--- src/rtl/bomb_game_ctrl.sv ---
`default_nettype none
// ============================================================================
// Module      : bomb_game_ctrl
// Description : Game controller for a timed defuse puzzle. Collects four key
//               digits per attempt, checks them against a code, counts wrong
//               attempts and warning ticks, and holds the result (CLEAR or
//               FAIL) for a fixed number of seconds before returning to idle.
// Revision    : 1.0 - initial release
// ============================================================================
module bomb_game_ctrl #(
    parameter logic [15:0] P_CODE      = 16'h1234,
    parameter int          P_MAX_WRONG = 3,
    parameter int          P_HOLD_SEC  = 5
) (
    input  logic        i_Clk,
    input  logic        i_Rst,
    input  logic        i_StartPulse,
    input  logic [3:0]  i_Key,
    input  logic        i_KeyValid,
    input  logic        i_Sec1Tick,
    input  logic        i_Sec10Tick,
    input  logic        i_Sec30Tick,
    output logic [2:0]  o_State,
    output logic [1:0]  o_Warn,
    output logic [1:0]  o_WrongCnt,
    output logic [2:0]  o_DigitCnt,
    output logic [15:0] o_Entry
);

    localparam int            c_HOLD_W    = (P_HOLD_SEC < 2) ? 1 : $clog2(P_HOLD_SEC + 1);
    localparam logic [c_HOLD_W-1:0] c_HOLD_MAX  = c_HOLD_W'(P_HOLD_SEC);
    localparam logic [1:0]    c_MAX_WRONG = 2'(P_MAX_WRONG);

    typedef enum logic [2:0] {
        S_IDLE  = 3'b000,
        S_START = 3'b001,
        S_CLEAR = 3'b010,
        S_FAIL  = 3'b011
    } state_t;

    state_t              r_State;
    logic [1:0]          r_Warn;
    logic [1:0]          r_WrongCnt;
    logic [2:0]          r_DigitCnt;
    logic [15:0]         r_Entry;
    logic [c_HOLD_W-1:0] r_Hold;

    state_t              w_StateNext;
    logic [1:0]          w_WarnNext;
    logic [1:0]          w_WrongNext;
    logic [2:0]          w_DigitNext;
    logic [15:0]         w_EntryNext;
    logic [c_HOLD_W-1:0] w_HoldNext;

    logic [15:0]         w_NewEntry;
    logic [1:0]          w_WrongInc;
    logic [c_HOLD_W-1:0] w_HoldInc;

    assign w_NewEntry = {r_Entry[11:0], i_Key};
    assign w_WrongInc = r_WrongCnt + 2'd1;
    assign w_HoldInc  = r_Hold + c_HOLD_W'(1);

    // Next-state and next-datapath values; later assignments in START carry priority
    always_comb begin
        w_StateNext = r_State;
        w_WarnNext  = r_Warn;
        w_WrongNext = r_WrongCnt;
        w_DigitNext = r_DigitCnt;
        w_EntryNext = r_Entry;
        w_HoldNext  = r_Hold;
        case (r_State)
            S_IDLE: begin
                if (i_StartPulse) begin
                    w_StateNext = S_START;
                    w_WarnNext  = 2'd0;
                    w_WrongNext = 2'd0;
                    w_DigitNext = 3'd0;
                    w_EntryNext = 16'h0000;
                    w_HoldNext  = '0;
                end
            end
            S_START: begin
                if (i_Sec10Tick && (r_Warn != 2'd3)) begin
                    w_WarnNext = r_Warn + 2'd1;
                end
                if (i_KeyValid) begin
                    if (r_DigitCnt == 3'd3) begin
                        if (w_NewEntry == P_CODE) begin
                            w_EntryNext = w_NewEntry;
                            w_DigitNext = 3'd4;
                            w_StateNext = S_CLEAR;
                        end else begin
                            // Wrong attempt: restart entry, fail once the limit is hit
                            w_WrongNext = w_WrongInc;
                            w_DigitNext = 3'd0;
                            w_EntryNext = 16'h0000;
                            if (w_WrongInc == c_MAX_WRONG) begin
                                w_StateNext = S_FAIL;
                            end
                        end
                    end else begin
                        w_EntryNext = w_NewEntry;
                        w_DigitNext = r_DigitCnt + 3'd1;
                    end
                end
                // Timeout overrides any same-cycle code result
                if (i_Sec30Tick) begin
                    w_StateNext = S_FAIL;
                end
            end
            S_CLEAR, S_FAIL: begin
                if (i_Sec1Tick) begin
                    if (w_HoldInc == c_HOLD_MAX) begin
                        w_StateNext = S_IDLE;
                        w_HoldNext  = '0;
                    end else begin
                        w_HoldNext  = w_HoldInc;
                    end
                end
            end
            default: begin
                w_StateNext = S_IDLE;
            end
        endcase
    end

    // State and datapath registers with asynchronous active-low reset
    always_ff @(posedge i_Clk or negedge i_Rst) begin
        if (!i_Rst) begin
            r_State    <= S_IDLE;
            r_Warn     <= 2'd0;
            r_WrongCnt <= 2'd0;
            r_DigitCnt <= 3'd0;
            r_Entry    <= 16'h0000;
            r_Hold     <= '0;
        end else begin
            r_State    <= w_StateNext;
            r_Warn     <= w_WarnNext;
            r_WrongCnt <= w_WrongNext;
            r_DigitCnt <= w_DigitNext;
            r_Entry    <= w_EntryNext;
            r_Hold     <= w_HoldNext;
        end
    end

    assign o_State    = r_State;
    assign o_Warn     = r_Warn;
    assign o_WrongCnt = r_WrongCnt;
    assign o_DigitCnt = r_DigitCnt;
    assign o_Entry    = r_Entry;

endmodule
`default_nettype wire
--- config.mk ---
export PLATFORM = sky130hd
export DESIGN_NAME = bomb_game_ctrl
export DESIGN_NICKNAME = d
export VERILOG_FILES = /design/src/rtl/bomb_game_ctrl.sv
export SDC_FILE = /design/constraint.sdc
export NUM_CORES = 1
export LEC_CHECK = 0
export CAP_MARGIN = 5
export CORE_MARGIN = 5
export CORE_UTILIZATION = 47
export DETAILED_ROUTE_END_ITERATION = 12
export GPL_TIMING_DRIVEN = 0
export MAX_ROUTING_LAYER = met4
export PLACE_DENSITY = 0.81
export REMOVE_ABC_BUFFERS = 1
export SETUP_SLACK_MARGIN = 0.05
export SYNTH_ARGS = -nofsm -noshare
export SYNTH_HDL_FRONTEND = slang
export SYNTH_SLANG_ARGS = --single-unit
--- constraint.sdc ---
create_clock -name i_Clk -period 2.4 [get_ports i_Clk]
set_clock_uncertainty 0.05 [all_clocks]
set_input_delay 0.48 -clock i_Clk [delete_from_list [all_inputs] [get_ports i_Clk]]
set_output_delay 0.48 -clock i_Clk [all_outputs]
set_load 0.03 [all_outputs]
==> results of run 1 <==
worst max-delay path: stages:
cell	delay, ns
clkdlybuf4s50_1	0.42
or4b_1	0.53
o41ai_2	0.39
and3_2	0.43
a22o_1	0.18
kinds of logic (layout without fill, tap and decap cells):
| family | after synthesis | in the layout | share of synthesized area, % |
|---|---|---|---|
| compound gates | 39 | 39 | 23.10 |
| flops | 28 | 28 | 52.58 |
| simple gates | 26 | 26 | 11.46 |
| xor+xnor | 1 | 1 | 0.6574 |
| other cells | 1 | 1 | 0.2814 |
| fa+ha+maj | 5 | 5 | 4.695 |
| buf+inv | 10 | 44 | 4.882 |
| mux | 3 | 3 | 2.347 |
layout make-up:
| class | instances | area share, % |
|---|---|---|
| inverters | 5 | 1.099 |
| clock buffers | 4 | 2.125 |
| repair buffers | 35 | 20.22 |
| multi-input cells | 75 | 33.26 |
| well taps | 31 | 2.271 |
| flip-flops and latches | 28 | 41.03 |
power groups by stage:
| stage | Combinational, mW | Clock, mW | Sequential [mW] |
|---|---|---|---|
| finish | 1.26 | 0.231 | 0.869 |
| global route | 1.35 | 0.252 | 0.901 |
| CTS | 1.27 | 0.237 | 0.866 |
| detailed placement | 1.26 | 0 | 0.873 |
| global placement | 1.23 | 0 | 0.861 |
| floorplan | 0.478 | 0 | 1.15 |
cell usage in the layout (no fill, tap or decap), types with 2 or more instances in the layout:
| cell | Yosys | final |
|---|---|---|
| nor2_1 | 5 | 5 |
| clkbuf_4 | 0 | 3 |
| nand2b_1 | 3 | 3 |
| mux2i_1 | 2 | 2 |
| inv_1 | 4 | 4 |
| a22o_1 | 19 | 19 |
| a21oi_1 | 3 | 3 |
| a21o_1 | 2 | 2 |
| clkdlybuf4s50_1 | 0 | 34 |
| nor2b_1 | 2 | 2 |
| nand2_1 | 5 | 5 |
| o31ai_1 | 2 | 2 |
| dfrtp_1 | 28 | 28 |
| o21ai_1 | 4 | 4 |
| or4b_1 | 2 | 2 |
| ha_1 | 5 | 5 |
| nand4b_1 | 2 | 2 |
path summary, 6_finish.rpt:
kind / end / slack, ns / cells after the start
worst max register to register: o_Entry[12] / 0.24 / 4
worst min register to register: o_Entry[15] / 0.47 / 1
worst max-delay path: o_Entry[12] / 0.17 / 5
max in group asynchronous: o_Entry[4] / 1.80 / 1
worst min-delay path: r_Hold[2] / 0.08 / 1
min in group i_Clk: o_Entry[15] / 0.47 / 1
what timing repair did:
action | in CTS | in global routing
setup endpoints to repair | 16 | 0
buffers inserted | 0 | 0
gates resized for setup | 1 | 0
state kept, by name (all words and copies together) (netlist names):
signal      count
o_DigitCnt      3
o_Warn          2
o_State         2
o_Entry        16
r_Hold          3
o_WrongCnt      2
metrics by stage:
stage / std cells / total power [mW] / area, sq um
floorplan: 108 / 1.632 / 1286
global placement: 174 / 2.087 / 1675
detailed placement: 174 / 2.133 / 1675
CTS: 178 / 2.371 / 1713
global route: 178 / 2.506 / 1708
finish: 178 / 2.355 / 1708
layer usage:
metal	share of wire (%)	global-route usage [%]	vias to the layer above
li1	-	-	495
met1	45	20.05	520
met2	48	26.15	37
met3	5.7	3.730	7
met4	1.6	5.974	0
met5	0	-	-
==> impl_metrics.tcl, run 1 <==
set metrics [dict create \
    required_ns 2.62 \
    cap_violations 0 \
    period_needed_ns 2.228 \
    synthDistinctLibCells 39 \
    critPathLaunchType "input port" \
    nNetsFinal 164 \
    gp_congestion 0.7841 \
    relSlewSlack_pct 55.53 \
    timing.fmax_mhz 448.8 \
    hold_slack_ns 0.07818 \
    drive_gt1_share_pct 7.483 \
    h-tree-depth 1 \
    clock_sinks 28 \
    arrival_ns 2.45 \
    die-area_sq_um 4000 \
    hold_path.class "in2async" \
    synth_area_sq_um 1333 \
    cp-startpoint "i_Key[1]" \
    synth.avg_cell_area_sq_um 11.79 \
    seq_power_share_pct 36.9 \
    dpl.hpwl_um 2138 \
    ys_warn_count 0 \
    core_sq_um 2734 \
    final_util_pct 62.47 \
    path_max_fanout 16 \
    cts-root-buf "clkbuf_4" \
    worstSetupEndpointType "flop" \
    syn_to_final_growth_pct 28.17 \
    multiInputGateArea_sq_um 568.0 \
    timing.final.ws_setup_ns 0.1721 \
    first_iter_violations 36 \
    die_y_um 63.25 \
    critPathKind "in2reg" \
    grt_max_degree 29 \
    setup_viol 0 \
    ys_ff_latch 28 \
    r2r-start "o_Entry[7]" \
    rows 19 \
    n_fill_cell 228 \
    clk_latency_ns 0.34 \
    tightest_slew_ns 0.6670 \
    finalHoldViolCount 0 \
    switching_share_pct 43.86 \
    status "completed" \
    ios 37 \
    grt_use_total_pct 16.27 \
    cts_buffer_depth 2 \
    ant_nets 0 \
    overflow 0 \
    finalWirelength_um 2949 \
    p_comb_share_pct 53.3 \
    seqCellArea_sq_um 700.7 \
    fin_crit_sh_pct 92.83 \
    pre_cts_ws_ns -0.3241 \
    ctsHoldBuffers 0 \
    tritoncts "built" \
    netlist_instances 113 \
    yosysTopAreaCell "dfrtp_1" \
    route.detailed.drc 0 \
    wl_per_cell_um 16.57 \
    netlist_top_cells_count "dfrtp_1, a22o_1, ha_1, nand2_1, nor2_1" \
    synthArstFlopShare_pct 100.0 \
    irDropWorstVdd_uv 943.7 \
    initial_core_util_pct 48.74 \
    clkPwrFrac_pct 9.8 \
    synth_area_leaders "dfrtp_1, a22o_1, ha_1, buf_12, mux2i_1" \
    final-max-slew-violation-count 0 \
    vias 1059 \
    grt_antenna_before_repair 0 \
    cell_internal_pwr_mw 1.322 \
    seq_area_frac_synth_pct 52.58 \
    synth_enable_flop_cells 0 \
    grt_pass1_vias 1119 \
    cts-buffers-inserted 3 \
    firstDrtPassIters 4 \
    port_buffers 35 \
    rsz0062_at_grt "false" \
    path_clk_slew_ns 0.15 \
    leakagePower_nw 0.7522 \
    setup_tns_ns 0 \
    via_per_inst 5.949 \
    yosysMostFrequentCell "dfrtp_1" \
    grt_pass1_wl_um 5175 \
    die_x_um 63.25 \
    ys.flop_type "dfrtp_1" \
    diodes 0 \
    power.density_nw_per_um2 1379 \
    power.switching_mw 1.033 \
    yosys.area.top_type_share_pct 52.58 \
]
(Power assumes the default switching activity.)
==> inputs of run 2 (changes only) <==
--- a/config.mk
+++ b/config.mk
@@ -6,12 +6,14 @@
 export NUM_CORES = 1
 export LEC_CHECK = 0
 export CAP_MARGIN = 5
+export CELL_PAD_IN_SITES_DETAIL_PLACEMENT = 0
+export CELL_PAD_IN_SITES_GLOBAL_PLACEMENT = 1
 export CORE_MARGIN = 5
-export CORE_UTILIZATION = 47
+export CORE_UTILIZATION = 36
 export DETAILED_ROUTE_END_ITERATION = 12
 export GPL_TIMING_DRIVEN = 0
 export MAX_ROUTING_LAYER = met4
-export PLACE_DENSITY = 0.81
+export PLACE_DENSITY = 0.79
 export REMOVE_ABC_BUFFERS = 1
 export SETUP_SLACK_MARGIN = 0.05
 export SYNTH_ARGS = -nofsm -noshare
==> constraint.sdc (replaced) <==
create_clock -name i_Clk -period 2.4 [get_ports i_Clk]
set_clock_uncertainty 0.05 [all_clocks]
set_input_delay 0.48 -clock i_Clk [delete_from_list [all_inputs] [get_ports i_Clk]]
set_output_delay 0.48 -clock i_Clk [all_outputs]
set_load 0.01 [all_outputs]
==> run 2 against run 1 <==
Effect of this change:
- sequential power barely moved
- total power shrank 10%
- worst hold slack better by 0.087 ns
- largest power group unchanged
- cell area rose by 1.5%
- maximum frequency down 4.9%
- die area is 25% higher
- critical path depth stayed put
- flip-flop and latch count unchanged
==> impl_metrics.tcl, run 2 (synthesized netlist as in run 1, its figures left out) <==
set metrics [dict create \
    initial_core_util_pct 36.67 \
    final-max-slew-violation-count 0 \
    cp_slowest_cell "nor4_1" \
    power.density_nw_per_um2 1219 \
    syn_to_final_growth_pct 30.14 \
    nNetsFinal 164 \
    rsz0062_at_grt "false" \
    clock_sinks 28 \
    gp_congestion 0.8055 \
    die_y_um 70.84 \
    dpl.hpwl_um 2134 \
    leakagePower_nw 0.7528 \
    met1_usage_pct 17.16 \
    die_x_um 70.84 \
    firstDrtPassIters 4 \
    h-tree-depth 1 \
    cts-buffers-inserted 3 \
    irDropWorstVdd_uv 533.8 \
    required_ns 2.52 \
    critPathKind "in2reg" \
    hold_path.class "in2async" \
    clk_latency_ns 0.27 \
    final_cell_mix "clkdlybuf4s50_1, dfrtp_1, a22o_1" \
    place_area_sq_um 1697 \
    grt-busiest-layer "met2" \
    path_max_fanout 3 \
    ctsHoldBuffers 0 \
    setup_viol 0 \
    grt_pass1_wl_um 5099 \
    fin_area_sq_um 1734 \
    tritoncts "built" \
    relSlewSlack_pct 56.43 \
    crit_family "simple AND/OR/NAND/NOR gates" \
    ant_nets 0 \
    rows 22 \
    cts-root-buf "clkbuf_8" \
    vias 1044 \
    max_stage_delay_ns 0.56 \
    core_sq_um 3633 \
    route.detailed.drc 0 \
    largest_reg_flops 16 \
    use_met2_pct 19.77 \
    drive_gt1_share_pct 6.849 \
    wl_per_cell_um 15.32 \
    ios 37 \
    period_needed_ns 2.342 \
    path_cells "clkdlybuf4s50_1 -> or4b_1 -> nor4_1 -> nand4_1 -> o21a_1" \
    die-area_sq_um 5018 \
    overflow 0 \
    finalWirelength_um 2972 \
    diodes 0 \
    path_clk_slew_ns 0.09 \
    first_iter_violations 47 \
    cap_violations 0 \
    cts_buffer_depth 2 \
    grt_use_total_pct 12.74 \
    critPathLaunchType "input port" \
    status "completed" \
    globalRouteMet3Util_pct 2.983 \
    final_common_cell "clkdlybuf4s50_1" \
    crit_buf_inv 1 \
    grt_antenna_before_repair 0 \
    worstSetupEndpointType "flop" \
    grt_pass1_vias 1066 \
    timing.fmax_mhz 427.0 \
    port_buffers 35 \
    tightest_slew_ns 0.6535 \
    grt_max_degree 29 \
    finalHoldViolCount 0 \
    fin_crit_sh_pct 97.57 \
    hold_slack_ns 0.1655 \
    via_per_inst 5.381 \
    arrival_ns 2.46 \
]
[run 2: worst paths after layout]
kind	from	endpoint	slack [ns]	cells after the start
min in group i_Clk	o_Entry[14]	o_Entry[14]	0.46	1
worst max register to register	o_Entry[11]	o_State[0]	0.24	4
worst min register to register	o_Entry[14]	o_Entry[14]	0.46	1
worst min-delay path	i_Rst	o_State[0]	0.17	1
worst max-delay path	i_Key[1]	o_State[0]	0.06	5
max in group asynchronous	i_Rst	o_Entry[14]	1.73	1
[run 2: per-layer routing]
layer  wire length (um)  part of all wire, %
met5                  0                    0
met4                  8                 0.27
met3                146                  4.9
met2               1369                   46
met1               1448                   49
[run 2: layout make-up]
class / count / area (sq um)
Clock buffer: 3 / 41.29
Sequential cell: 28 / 700.7
Multi-Input combinational cell: 75 / 568.0
Inverter: 5 / 18.77
Timing Repair Buffer: 35 / 345.3
Tap cell: 48 / 60.06
Fill cell: 368 / 1899
[run 2: what timing repair did]
action,4_1_cts,5_1_grt
setup endpoints to repair,16,0
resized for setup,1,0
buffers inserted,0,0
hold endpoints to repair,0,0
[run 2: power breakdown]
group          internal (mW)  switching, mW
logic                  0.571          0.425
registers              0.660          0.209
clock network          0.112          0.136
[run 2: metrics by stage]
stage	worst slack (ns)	power, mW	cells	utilization [%]	TNS, ns
after detailed placement	-0.3192	1.884	191	46.69	-5.356
after floorplan	0.3539	1.384	108	-	0
after global placement	-0.3345	1.847	191	46.69	-5.379
final	0.05830	2.114	194	47.73	0
after CTS	0.1054	2.139	194	47.87	0
after global routing	0.05647	2.276	194	47.73	0
